===== config.mk =====
export PLATFORM = sky130hd
export DESIGN_NAME = rom_fetch
export DESIGN_NICKNAME = d
export VERILOG_FILES = /design/src/rtl/fetch_pkg.sv /design/src/rtl/fetch_buf.sv /design/src/rtl/rom_fetch.sv
export SDC_FILE = /design/constraint.sdc
export NUM_CORES = 1
export LEC_CHECK = 0
export ABC_CLOCK_PERIOD_IN_PS = 1400
export BUFFER_PORTS_ARGS = -buffer_cell sky130_fd_sc_hd__buf_2
export CAP_MARGIN = 30
export CORE_UTILIZATION = 44
export DETAILED_ROUTE_END_ITERATION = 12
export GPL_ROUTABILITY_DRIVEN = 0
export GPL_TIMING_DRIVEN = 0
export PLACE_DENSITY = 0.82
export SLEW_MARGIN = 10
export SYNTH_ARGS = -nofsm -noshare
export SYNTH_HDL_FRONTEND = slang
export SYNTH_SLANG_ARGS = --single-unit

===== constraint.sdc =====
create_clock -name clk_i -period 1.4 [get_ports clk_i]
set_clock_uncertainty 0.1 [all_clocks]
set_input_delay 0.14 -clock clk_i [delete_from_list [all_inputs] [get_ports clk_i]]
set_output_delay 0.14 -clock clk_i [all_outputs]
set_load 0.02 [all_outputs]

===== src/rtl/fetch_pkg.sv =====
// Shared types and default parameters for the ROM instruction fetcher.
package fetch_pkg;

   typedef enum logic [2:0] {
      IDLE = 3'd0,
      REQ  = 3'd1,
      CAP  = 3'd2,
      OUT  = 3'd3,
      HALT = 3'd4
   } fetch_state_t;

   localparam int          DEF_ADR_W     = 8;
   localparam int          DEF_DAT_W     = 32;
   localparam logic [31:0] DEF_HALT_WORD = 32'hFFFF_FFFF;

endpackage


===== src/rtl/fetch_buf.sv =====
// Two-entry valid/ready FIFO used as the output buffer of the pipelined fetcher.
module fetch_buf #(
   parameter int W = 8
) (
   input  logic         clk,
   input  logic         srst,
   input  logic         flush,
   input  logic         push_vld,
   input  logic [W-1:0] push_dat,
   output logic         pop_vld,
   output logic [W-1:0] pop_dat,
   input  logic         pop_rdy,
   output logic [1:0]   level
);

   logic [W-1:0] mem_reg [2];
   logic         wr_ptr_reg;
   logic         rd_ptr_reg;
   logic [1:0]   level_reg;
   logic         push_fire;
   logic         pop_fire;

   assign push_fire = push_vld && (level_reg != 2'd2);
   assign pop_fire  = pop_rdy && (level_reg != 2'd0);
   assign pop_vld   = (level_reg != 2'd0);
   assign pop_dat   = mem_reg[rd_ptr_reg];
   assign level     = level_reg;

   always_ff @(posedge clk) begin
      if (srst || flush) begin
         wr_ptr_reg <= 1'b0;
         rd_ptr_reg <= 1'b0;
         level_reg  <= 2'd0;
      end else begin
         if (push_fire) wr_ptr_reg <= ~wr_ptr_reg;
         if (pop_fire)  rd_ptr_reg <= ~rd_ptr_reg;
         level_reg <= level_reg + {1'b0, push_fire} - {1'b0, pop_fire};
      end
   end

   // Storage carries no reset; the level counter alone decides what is valid.
   for (genvar gi = 0; gi < 2; gi++) begin : g_entry
      always_ff @(posedge clk) begin
         if (push_fire && (wr_ptr_reg == 1'(gi))) mem_reg[gi] <= push_dat;
      end
   end

endmodule


===== src/rtl/rom_fetch.sv =====
// Sequential instruction fetcher for a ROM with one-cycle registered read.
// Define FETCH_PIPE_EN for one-word-per-cycle issue through a 2-entry output buffer.
module rom_fetch
   import fetch_pkg::*;
#(
   parameter int               ADR_W     = DEF_ADR_W,
   parameter int               DAT_W     = DEF_DAT_W,
   parameter logic [DAT_W-1:0] HALT_WORD = DAT_W'(DEF_HALT_WORD)
) (
   input  logic             clk_i,
   input  logic             rst_i,
   input  logic             run_i,
   input  logic             jmp_i,
   input  logic [ADR_W-1:0] jmp_adr_i,
   output logic [ADR_W-1:0] adr_o,
   input  logic [DAT_W-1:0] dat_i,
   output logic [DAT_W-1:0] ins_o,
   output logic [ADR_W-1:0] pc_o,
   output logic             vld_o,
   input  logic             rdy_i,
   output logic             halt_o
);

   logic [ADR_W-1:0] pc_reg;

   assign adr_o = pc_reg;

`ifdef FETCH_PIPE_EN

   logic             inflight_reg;
   logic [ADR_W-1:0] inflight_pc_reg;
   logic             halt_reg;
   logic [ADR_W-1:0] halt_pc_reg;
   logic             hit_halt;
   logic             push_vld;
   logic             pop_fire;
   logic             issue;
   logic             buf_vld;
   logic [1:0]       buf_level;
   logic [2:0]       occ_after;
   logic [ADR_W+DAT_W-1:0] buf_dat;

   assign hit_halt  = inflight_reg && (dat_i == HALT_WORD);
   assign push_vld  = inflight_reg && !hit_halt && !jmp_i;
   assign pop_fire  = buf_vld && rdy_i;
   // Issue only if the word returning next cycle is guaranteed a buffer slot.
   assign occ_after = {1'b0, buf_level} + {2'b00, push_vld} - {2'b00, pop_fire};
   assign issue     = run_i && !halt_reg && !hit_halt && !jmp_i && (occ_after <= 3'd1);

   always_ff @(posedge clk_i) begin
      if (rst_i) begin
         pc_reg          <= '0;
         inflight_reg    <= 1'b0;
         inflight_pc_reg <= '0;
         halt_reg        <= 1'b0;
         halt_pc_reg     <= '0;
      end else if (jmp_i) begin
         pc_reg       <= jmp_adr_i;
         inflight_reg <= 1'b0;
         halt_reg     <= 1'b0;
      end else begin
         inflight_reg <= issue;
         if (issue) begin
            pc_reg          <= pc_reg + ADR_W'(1);
            inflight_pc_reg <= pc_reg;
         end
         if (hit_halt) begin
            halt_reg    <= 1'b1;
            halt_pc_reg <= inflight_pc_reg;
         end
      end
   end

   fetch_buf #(.W(ADR_W + DAT_W)) u_buf (
      .clk      (clk_i),
      .srst     (rst_i),
      .flush    (jmp_i),
      .push_vld (push_vld),
      .push_dat ({inflight_pc_reg, dat_i}),
      .pop_vld  (buf_vld),
      .pop_dat  (buf_dat),
      .pop_rdy  (rdy_i),
      .level    (buf_level)
   );

   // Halt is reported only once every word fetched before it has drained.
   assign vld_o  = buf_vld;
   assign ins_o  = buf_vld ? buf_dat[DAT_W-1:0] : '0;
   assign pc_o   = buf_vld ? buf_dat[ADR_W+DAT_W-1:DAT_W] : halt_pc_reg;
   assign halt_o = halt_reg && !buf_vld;

`else

   fetch_state_t     state_reg, state_next;
   logic [ADR_W-1:0] pc_next;
   logic [DAT_W-1:0] ins_reg, ins_next;
   logic [ADR_W-1:0] out_pc_reg, out_pc_next;
   logic             vld_reg, vld_next;
   logic             halt_reg, halt_next;

   always_ff @(posedge clk_i) begin
      if (rst_i) begin
         state_reg  <= IDLE;
         pc_reg     <= '0;
         ins_reg    <= '0;
         out_pc_reg <= '0;
         vld_reg    <= 1'b0;
         halt_reg   <= 1'b0;
      end else begin
         state_reg  <= state_next;
         pc_reg     <= pc_next;
         ins_reg    <= ins_next;
         out_pc_reg <= out_pc_next;
         vld_reg    <= vld_next;
         halt_reg   <= halt_next;
      end
   end

   always_comb begin
      state_next  = state_reg;
      pc_next     = pc_reg;
      ins_next    = ins_reg;
      out_pc_next = out_pc_reg;
      vld_next    = vld_reg;
      halt_next   = halt_reg;
      case (state_reg)
         IDLE: if (run_i) state_next = REQ;
         REQ:  state_next = CAP;
         CAP: begin
            out_pc_next = pc_reg;
            if (dat_i == HALT_WORD) begin
               halt_next  = 1'b1;
               state_next = HALT;
            end else begin
               ins_next   = dat_i;
               vld_next   = 1'b1;
               state_next = OUT;
            end
         end
         OUT: if (rdy_i) begin
            vld_next   = 1'b0;
            pc_next    = pc_reg + ADR_W'(1);
            state_next = run_i ? REQ : IDLE;
         end
         HALT: state_next = HALT;
         default: state_next = IDLE;
      endcase
      // A jump overrides everything, including a transfer at the same edge.
      if (jmp_i) begin
         pc_next    = jmp_adr_i;
         vld_next   = 1'b0;
         halt_next  = 1'b0;
         state_next = run_i ? REQ : IDLE;
      end
   end

   assign ins_o  = ins_reg;
   assign pc_o   = out_pc_reg;
   assign vld_o  = vld_reg;
   assign halt_o = halt_reg;

`endif

endmodule

==> impl_metrics.tcl, run 1 <==
set metrics [dict create \
    status "complete, but fails checks" \
    violations "negative setup slack" \
    drcViolationCount 0 \
    reg2reg_depth 6 \
    drv_slew 0 \
    synth_flop_cell "dfxtp_1" \
    worstSetupStartpointType "flop" \
    whs_path_depth 3 \
    num_io_pins 95 \
    numPortBuffers 93 \
    min_path_type "primary input to flop" \
    syn_area_um2 2450 \
    globalRouteOverflowTotal 0 \
    slew_headroom_pct 64.2 \
    ys_ff_latch 53 \
    final_cells 448 \
    nFillCells 419 \
    largest_reg_flops 32 \
    yosysTopAreaCellShare_pct 43.4 \
    cts_root_buf "clkbuf_8" \
    yosysWarnings 0 \
    rows 26 \
    crit_family "buffers and inverters" \
    cts-htree-levels 2 \
    syn_area_per_cell_um2 9.63 \
    core_area_um2 5240 \
    drtAntennaViolNets 0 \
    r2r_end "ins_o[14]" \
    area_growth_pct 44.3 \
    cp.arrival_ns 1.71 \
    tns_ns -6.00 \
    grt_pass1_vias 2245 \
    track_usage_pct 21.9 \
    utilization_pct 67.4 \
    antenna_found_initial 0 \
    dpl_cell_area_um2 3050 \
    maxCapViolCount 0 \
    grt_first_pass_wirelength_mm 10.3 \
    setup_viol 50 \
    synthArstFlopShare_pct 0 \
    timing.rr.start "state_reg[1]" \
    drive_above_1_share_pct 37.6 \
    postSynthCellCount 254 \
    place_inst 417 \
    synth_cell_types 35 \
    dp_hpwl_mm 4.26 \
    firstDrtPassIters 4 \
    cpMaxStageDelayCell "dfxtp_4" \
    clk_pin_slew_worst_paths_ns 0.09 \
    worstSetupPathType "flop to flop" \
    clock-sinks 53 \
    num_vias 2299 \
    drtIter0Drc 56 \
    die-width_um 76.6 \
    cp_num_buf_inv 3 \
    synth_edf_count 0 \
    multi_input_area_um2 1380 \
    setup_slack_ns -0.182 \
    fin_crit_ns 1.58 \
    critical_path_required_ns 1.52 \
    min_to "ins_o[9]" \
    crit_chain "buf_4, nor3b_4, a21boi_4, buf_12, buf_8, mux2i_1" \
    cts_made_buffers 5 \
    clock_path_buffers 2 \
    die_h_um 76.6 \
    crit_path_max_incr_delay_ns 0.37 \
    yosysSeqAreaShare_pct 43.4 \
    synth_top_cells_by_area "dfxtp_1 (43%), nand2b_1 (17%), mux2i_1 (16%)" \
    final_nets 423 \
    totalWireLength_mm 6.73 \
    antennaDiodeCount 0 \
    hold_viol_final 0 \
    final_area_um2 3530 \
    cts_tree "done" \
    power.leakage_nw 1.50 \
    regArea_um2 1080 \
    ir_drop_v 0.000725 \
    grt_max_degree 16 \
    tightest_slew_ns 0.537 \
    hp-start "dat_i[9]" \
    initial_core_util_pct 46.7 \
    vias_per_cell 5.13 \
    wire_per_inst_um 15.0 \
    pre_cts_ws_ns -0.340 \
    synth_top_area_cell "dfxtp_1" \
    cellPowerDensity_nw_per_um2 874 \
    max_freq_mhz 632 \
    syn-num-nets 300 \
    clock_latency_ns 0.30 \
    cp-end-kind "flop" \
    worstPathMaxFanout 8 \
    dieArea_um2 5860 \
    timing.final.crit_share_pct 113 \
    rsz0062_at_grt "true" \
    r2r_slack_ns -0.18 \
]
layout by cell type (no fill, tap or decap), types with 6 or more instances in the layout:
cell / synthesis / layout
a211oi_1: 6 / 6
nand2_1: 10 / 9
dfxtp_1: 53 / 47
buf_2: 4 / 93
nand4_1: 10 / 10
clkbuf_8: 0 / 6
buf_4: 1 / 9
nand2b_1: 65 / 65
nor2_1: 15 / 15
mux2i_1: 40 / 40
clkbuf_1: 10 / 11
synthesized netlist by cell type, types with 3 or more instances:
cell type and number:
a211oi_1 6, clkbuf_1 10, xnor2_1 4, dfxtp_1 53
nand2b_1 65, nand2_1 10, nor3_1 3, a31oi_1 3
buf_2 4, mux2i_1 40, nor2_1 15, nand4_1 10
nor4_2 3
worst min-delay path, stage by stage:
cell	delay, ns
buf_2	0.11
nand2b_1	0.06
mux2i_1	0.06
area by class of cell:
cell class	count	area share [%]
inverter	3	0.319
timing repair buffer	117	21.3
buffer	14	2.94
tap	70	2.48
clock buffer	7	2.45
clock inverter	1	0.851
sequential	53	30.5
multi-input combinational	183	39.1
cell families (layout without fill, tap and decap cells):
kind of cell	after synthesis	in the layout	synth area share [%]
xor gates and xnor gates	6	6	2.15
buffers and inverters	18	142	3.12
adders and majority gates	1	1	0.511
AOI/OAI and AO/OA	23	23	7.11
and+or+nand+nor	113	113	27.4
DFF	53	53	43.4
muxes	40	40	16.4
layer usage:
layer	vias up	routed length [µm]	track usage [%]
met2	64	3470	39.9
met1	1101	2970	25.7
met4	0	68	4.81
met3	8	229	5.03
li1	1126	-	-
met5	-	0	0
per-stage QoR:
stage | hold WS [ns] | power, W
2_1_floorplan | 0.118 | 0.00183
3_3_place_gp | 0.288 | 0.00197
3_5_place_dp | 0.291 | 0.00198
4_1_cts | 0.000363 | 0.00309
5_1_grt | 0.00403 | 0.00321
6_report | 0.00460 | 0.00308
worst max-delay path by stage:
stage	from	to	slack [ns]	cells past startpoint
after floorplan	state_reg[0]	adr_o[7]	-0.08	4
after global placement	dat_i[25]	state_reg[2]	-0.34	5
after detailed placement	dat_i[25]	state_reg[2]	-0.34	5
after CTS	state_reg[2]	ins_o[9]	-0.16	7
after global routing	state_reg[0]	adr_o[7]	-0.25	4
final	state_reg[1]	ins_o[14]	-0.18	6
timing repair:
action,4_1_cts,5_1_grt
gates cloned,2,2
gates resized for setup,17,10
hold buffers,5,0
setup buffers,9,9
setup endpoints to repair,43,51
endpoints found under the hold margin,5,0
pin swaps,5,9
power by group:
group	leakage (nW)	internal [W]	switching, W	total, W
Sequential	0.433	0.00154	0.0000372	0.00158
Clock	0.0585	0.000584	0.000493	0.00108
Combinational	1.01	0.000207	0.000220	0.000427
Total	1.50	0.00233	0.000750	0.00308
No activity file was read; power rests on OpenSTA's default activity.
==> inputs of run 2 (changes only) <==
--- a/config.mk
+++ b/config.mk
@@ -12,7 +12,7 @@
 export DETAILED_ROUTE_END_ITERATION = 12
 export GPL_ROUTABILITY_DRIVEN = 0
 export GPL_TIMING_DRIVEN = 0
-export PLACE_DENSITY = 0.82
+export PLACE_DENSITY_LB_ADDON = 0.25
 export SLEW_MARGIN = 10
 export SYNTH_ARGS = -nofsm -noshare
 export SYNTH_HDL_FRONTEND = slang
==> run 2 against run 1 <==
The run still ends with negative setup slack left. First-iteration DRC count is 3.6% lower. Wire length is 7.8% lower. Critical endpoint is now ins_o[16]. Cell area is 1.0% higher. Sequential cell count stayed put.
==> impl_metrics.tcl, run 2 (synthesized netlist as in run 1, its figures left out) <==
set metrics [dict create \
    status "complete, but fails checks" \
    violations "negative setup slack" \
    hold_viol_final 0 \
    worstSetupPathType "flop to flop" \
    grt_first_pass_wirelength_mm 9.96 \
    antenna_found_initial 0 \
    grt_max_degree 15 \
    numPortBuffers 93 \
    timing.final.crit_share_pct 111 \
    setup_slack_ns -0.159 \
    dp_hpwl_mm 4.35 \
    core_area_um2 5240 \
    maxCapViolCount 0 \
    clk_pin_slew_worst_paths_ns 0.09 \
    drcViolationCount 0 \
    rsz0062_at_grt "true" \
    die_h_um 76.6 \
    final_nets 423 \
    whs_path_depth 3 \
    cts_tree "done" \
    power_w 0.00286 \
    drtAntennaViolNets 0 \
    crit_path_max_incr_delay_ns 0.34 \
    drv_slew 0 \
    area_growth_pct 45.8 \
    power.leakage_nw 1.51 \
    min_path_type "primary input to flop" \
    tightest_slew_ns 0.555 \
    fin_crit_ns 1.56 \
    num_vias 2262 \
    totalWireLength_mm 6.21 \
    regArea_um2 1080 \
    cts_made_buffers 5 \
    cp.arrival_ns 1.69 \
    largest_reg_flops 32 \
    clock_path_buffers 2 \
    cpMaxStageDelayCell "dfxtp_2" \
    wire_per_inst_um 13.9 \
    grt_pass1_vias 2112 \
    die-width_um 76.6 \
    final_common_cell "buf_2" \
    timing.hold.ws_ns 0.00832 \
    r2r_slack_ns -0.16 \
    cts_root_buf "clkbuf_8" \
    min_to "ins_o[24]" \
    hp-start "dat_i[24]" \
    ir_drop_v 0.000536 \
    rows 26 \
    setup_viol 38 \
    multi_input_area_um2 1430 \
    dieArea_um2 5860 \
    track_usage_pct 21.3 \
    firstDrtPassIters 4 \
    vias_per_cell 5.06 \
    drtIter0Drc 54 \
    cellPowerDensity_nw_per_um2 803 \
    num_io_pins 95 \
    cts-htree-levels 2 \
    globalRouteOverflowTotal 0 \
    worstSetupStartpointType "flop" \
    pre_cts_ws_ns -0.397 \
    utilization_pct 68.1 \
    critical_path_required_ns 1.54 \
    max_freq_mhz 641 \
    timing.rr.start "state_reg[2]" \
    antennaDiodeCount 0 \
    nFillCells 462 \
    clock-sinks 53 \
    worstPathMaxFanout 5 \
    initial_core_util_pct 46.7 \
    cp-end-kind "flop" \
    crit_chain "buf_6, nor3b_4, a21boi_4, buf_12, clkbuf_16, mux2i_1" \
    mostFrequentLayoutCells "buf_2 (93), nand2b_1 (65), dfxtp_1 (47)" \
    slew_headroom_pct 63.0 \
    clock_latency_ns 0.30 \
    r2r_end "ins_o[16]" \
    drive_above_1_share_pct 38.5 \
    reg2reg_depth 6 \
]
-- run 2: cell count changes in the layout (fill, tap and decap cells not counted), sizes merged --
| cell | delta |
|---|---|
| bufinv | -1 |
-- run 2: repair_timing --
| item | in CTS | in global routing |
|---|---|---|
| buffers inserted | 12 | 5 |
| cloned | 2 | 2 |
| endpoints found under the setup margin | 40 | 51 |
| endpoints found under the hold margin | 5 | 0 |
| pin swaps | 9 | 11 |
| resized for setup | 19 | 14 |
| hold buffers | 5 | 0 |
-- run 2: through the flow --
stage | TNS, ns | cell area [µm²] | cells
floorplan | -1.55 | 2490 | 254
global placement | -11.21 | 3050 | 417
detailed placement | -11.70 | 3050 | 417
CTS | -3.39 | 3410 | 441
global route | -8.09 | 3570 | 447
finish | -4.40 | 3570 | 447
-- run 2: layer usage --
layer	global-route usage (%)	vias to the layer above	share of wire (%)
li1	-	1119	-
met1	27.0	1074	46
met2	35.8	61	49
met3	4.79	8	4.0
met4	6.73	0	1.3
met5	0	-	0
-- run 2: worst max-delay path, delay by kind of cell, from the launching register on --
kind / cells / cell delay (ns)
buf+inv: 3 / 0.43
flops: 1 / 0.34
compound gates: 1 / 0.26
simple gates: 1 / 0.19
mux: 1 / 0.17
-- run 2: power breakdown --
part           switching (W)  internal (W)  total [W]
clock network       0.000460      0.000393   0.000853
registers          0.0000394       0.00154    0.00158
logic               0.000217      0.000212   0.000429
total               0.000716       0.00215    0.00286
-- run 2: worst max-delay path by stage --
| stage | start | to | slack, ns | cells after the start |
|---|---|---|---|---|
| 6_report | state_reg[2] | ins_o[16] | -0.16 | 6 |
| 5_1_grt | state_reg[2] | ins_o[24] | -0.24 | 6 |
| 4_1_cts | state_reg[0] | adr_o[7] | -0.16 | 4 |
| 3_5_place_dp | dat_i[2] | state_reg[2] | -0.40 | 5 |
| 3_3_place_gp | dat_i[2] | state_reg[2] | -0.32 | 5 |
| 2_1_floorplan | state_reg[0] | adr_o[7] | -0.08 | 4 |
-- run 2: cell type report --
cell class              count  share of cell area [%]
inverters                   3                   0.316
clock buffers               7                    2.42
repair buffers            117                    21.6
multi-input cells         183                    40.1
flip-flops and latches     53                    30.2
plain buffers              14                    2.91
well taps                  70                    2.46
==> inputs of run 3 (changes only) <==
--- a/config.mk
+++ b/config.mk
@@ -5,10 +5,10 @@
 export SDC_FILE = /design/constraint.sdc
 export NUM_CORES = 1
 export LEC_CHECK = 0
-export ABC_CLOCK_PERIOD_IN_PS = 1400
+export ABC_CLOCK_PERIOD_IN_PS = 1900
 export BUFFER_PORTS_ARGS = -buffer_cell sky130_fd_sc_hd__buf_2
 export CAP_MARGIN = 30
-export CORE_UTILIZATION = 44
+export CORE_UTILIZATION = 51
 export DETAILED_ROUTE_END_ITERATION = 12
 export GPL_ROUTABILITY_DRIVEN = 0
 export GPL_TIMING_DRIVEN = 0
==> constraint.sdc (replaced) <==
create_clock -name clk_i -period 1.9 [get_ports clk_i]
set_clock_uncertainty 0.1 [all_clocks]
set_input_delay 0.19 -clock clk_i [delete_from_list [all_inputs] [get_ports clk_i]]
set_output_delay 0.19 -clock clk_i [all_outputs]
set_load 0.02 [all_outputs]
==> run 3 against run 2 <==
First-iteration DRC count rose by 70%. Wire length fell by 12%. Hold slack better by 0.012 ns. Sequential power fell by 26%. Sequential share of layout area increased by 4.4 points. Die area down 13%. Combinational power down 39%. Register-to-register slack improved by 0.25 ns. Worst setup slack better by 0.25 ns. The run ends with design-rule violations left.
==> impl_metrics.tcl, run 3 (synthesized netlist as in run 1, its figures left out) <==
set metrics [dict create \
    status "complete, but fails checks" \
    violations "design-rule violations" \
    core_area_um2 4470 \
    slew_headroom_pct 65.9 \
    r2r_slack_ns 0.09 \
    use_met3_pct 4.36 \
    cpMaxStageDelayCell "buf_2" \
    maxCapViolCount 0 \
    tightest_slew_ns 0.508 \
    initial_core_util_pct 54.7 \
    firstDrtPassIters 10 \
    tns_ns 0 \
    drcViolationCount 9 \
    grt_first_pass_wirelength_mm 9.27 \
    grt_max_degree 16 \
    die_h_um 71.3 \
    whs_path_depth 3 \
    worstSetupStartpointType "flop" \
    die-width_um 71.3 \
    numPortBuffers 93 \
    final_nets 400 \
    largest_reg_flops 32 \
    crit_family "buffers and inverters" \
    timing.hold.ws_ns 0.0202 \
    drtIter0Drc 92 \
    min_to "adr_o[0]" \
    antennaDiodeCount 0 \
    globalRouteOverflowTotal 0 \
    cts_tree "done" \
    dieArea_um2 5080 \
    cts_resized 0 \
    clk_pin_slew_worst_paths_ns 0.09 \
    cp-end-kind "flop" \
    hp-start "jmp_adr_i[0]" \
    clock_path_buffers 2 \
    clock_latency_ns 0.30 \
    setup_viol 0 \
    cellPowerDensity_nw_per_um2 661 \
    wire_per_inst_um 13.4 \
    reg2reg_depth 5 \
    critical_path_required_ns 2.02 \
    track_usage_pct 22.6 \
    num_io_pins 95 \
    timing.rr.start "state_reg[2]" \
    antenna_found_initial 0 \
    grt_pass1_vias 2097 \
    ir_drop_v 0.000460 \
    crit_chain "buf_4, nor3b_1, a21boi_2, buf_2, mux2i_1" \
    vias_per_cell 5.26 \
    grt_use_met1_pct 29.5 \
    cts_root_buf "clkbuf_8" \
    cts_made_buffers 5 \
    rsz0062_at_grt "false" \
    hold_viol_final 0 \
    clock-sinks 53 \
    cp_num_buf_inv 2 \
    timing.final.crit_share_pct 95.1 \
    grtUsageMet2_pct 37.6 \
    worstPathMaxFanout 10 \
    num_vias 2139 \
    cp-startpoint "state_reg[2]" \
    area_growth_pct 25.3 \
    worstSetupPathType "flop to flop" \
    cp.arrival_ns 1.93 \
    post_cts_buffers 0 \
    crit_path_max_incr_delay_ns 0.35 \
    totalWireLength_mm 5.46 \
    cts-htree-levels 2 \
    grt.busiest_layer "met2" \
    rows 24 \
    min_path_type "primary input to flop" \
    final_common_cell "buf_2" \
    fin_crit_ns 1.81 \
    mostFrequentLayoutCells "buf_2 (95), nand2b_1 (65), dfxtp_1 (53)" \
    drtAntennaViolNets 0 \
    drv_slew 0 \
    drive_above_1_share_pct 31.5 \
    dp_hpwl_mm 4.08 \
    hold_buffers 0 \
    r2r_end "ins_o[7]" \
    max_freq_mhz 553 \
    power.leakage_nw 1.29 \
]
## run 3: changes by cell type in the layout (fill, tap and decap cells not counted), sizes merged
| cell | previous run | this run |
|---|---|---|
| clkinv | 1 | 3 |
| buf | 114 | 96 |
| clkbuf | 19 | 18 |
| dlygate4sd3 | 5 | 0 |
## run 3: how the worst max path moves through the flow
stage	end	slack (ns)	cells past startpoint
global placement	ins_o[8]	0.14	6
detailed placement	ins_o[2]	0.12	6
CTS	ins_o[10]	0.11	5
finish	ins_o[7]	0.09	5
global route	ins_o[7]	0.0009	4
floorplan	adr_o[7]	0.30	4
## run 3: layout make-up
cell class                      count  area, µm²
Buffer                             15       70.1
Inverter                            3       11.3
Fill cell                         379       1410
Clock buffer                        6       72.6
Tap cell                           52       65.1
Clock inverter                      2       10.0
Multi-Input combinational cell    183       1310
Sequential cell                    53       1060
Timing Repair Buffer               93        465
## run 3: per-stage QoR
| stage | utilization, % | power [W] | std cells | worst slack (ns) | area, µm² |
|---|---|---|---|---|---|
| 3_5_place_dp | 66.5 | 0.00145 | 399 | 0.117 | 2980 |
| 2_1_floorplan | - | 0.00134 | 254 | 0.300 | 2450 |
| 5_1_grt | 68.5 | 0.00212 | 407 | 0.000939 | 3070 |
| 4_1_cts | 68.4 | 0.00204 | 407 | 0.108 | 3060 |
| 3_3_place_gp | 66.5 | 0.00145 | 399 | 0.135 | 2980 |
| 6_report | 68.5 | 0.00203 | 407 | 0.0925 | 3070 |
## run 3: metal layers
metal,vias to the layer above,part of all wire [%]
met3,6,6.0
met2,75,45
met1,982,48
met5,-,0
li1,1076,-
met4,0,0.95
## run 3: power by group
part           switching [W]  internal [W]  leakage, nW
clock               0.000344      0.000256       0.0450
combinational       0.000142      0.000120        0.814
sequential         0.0000278       0.00114        0.430
## run 3: worst min-delay path, cell delays in order
cell and delay [ns]:
buf_2 0.09, nand2_1 0.05, a21oi_1 0.05
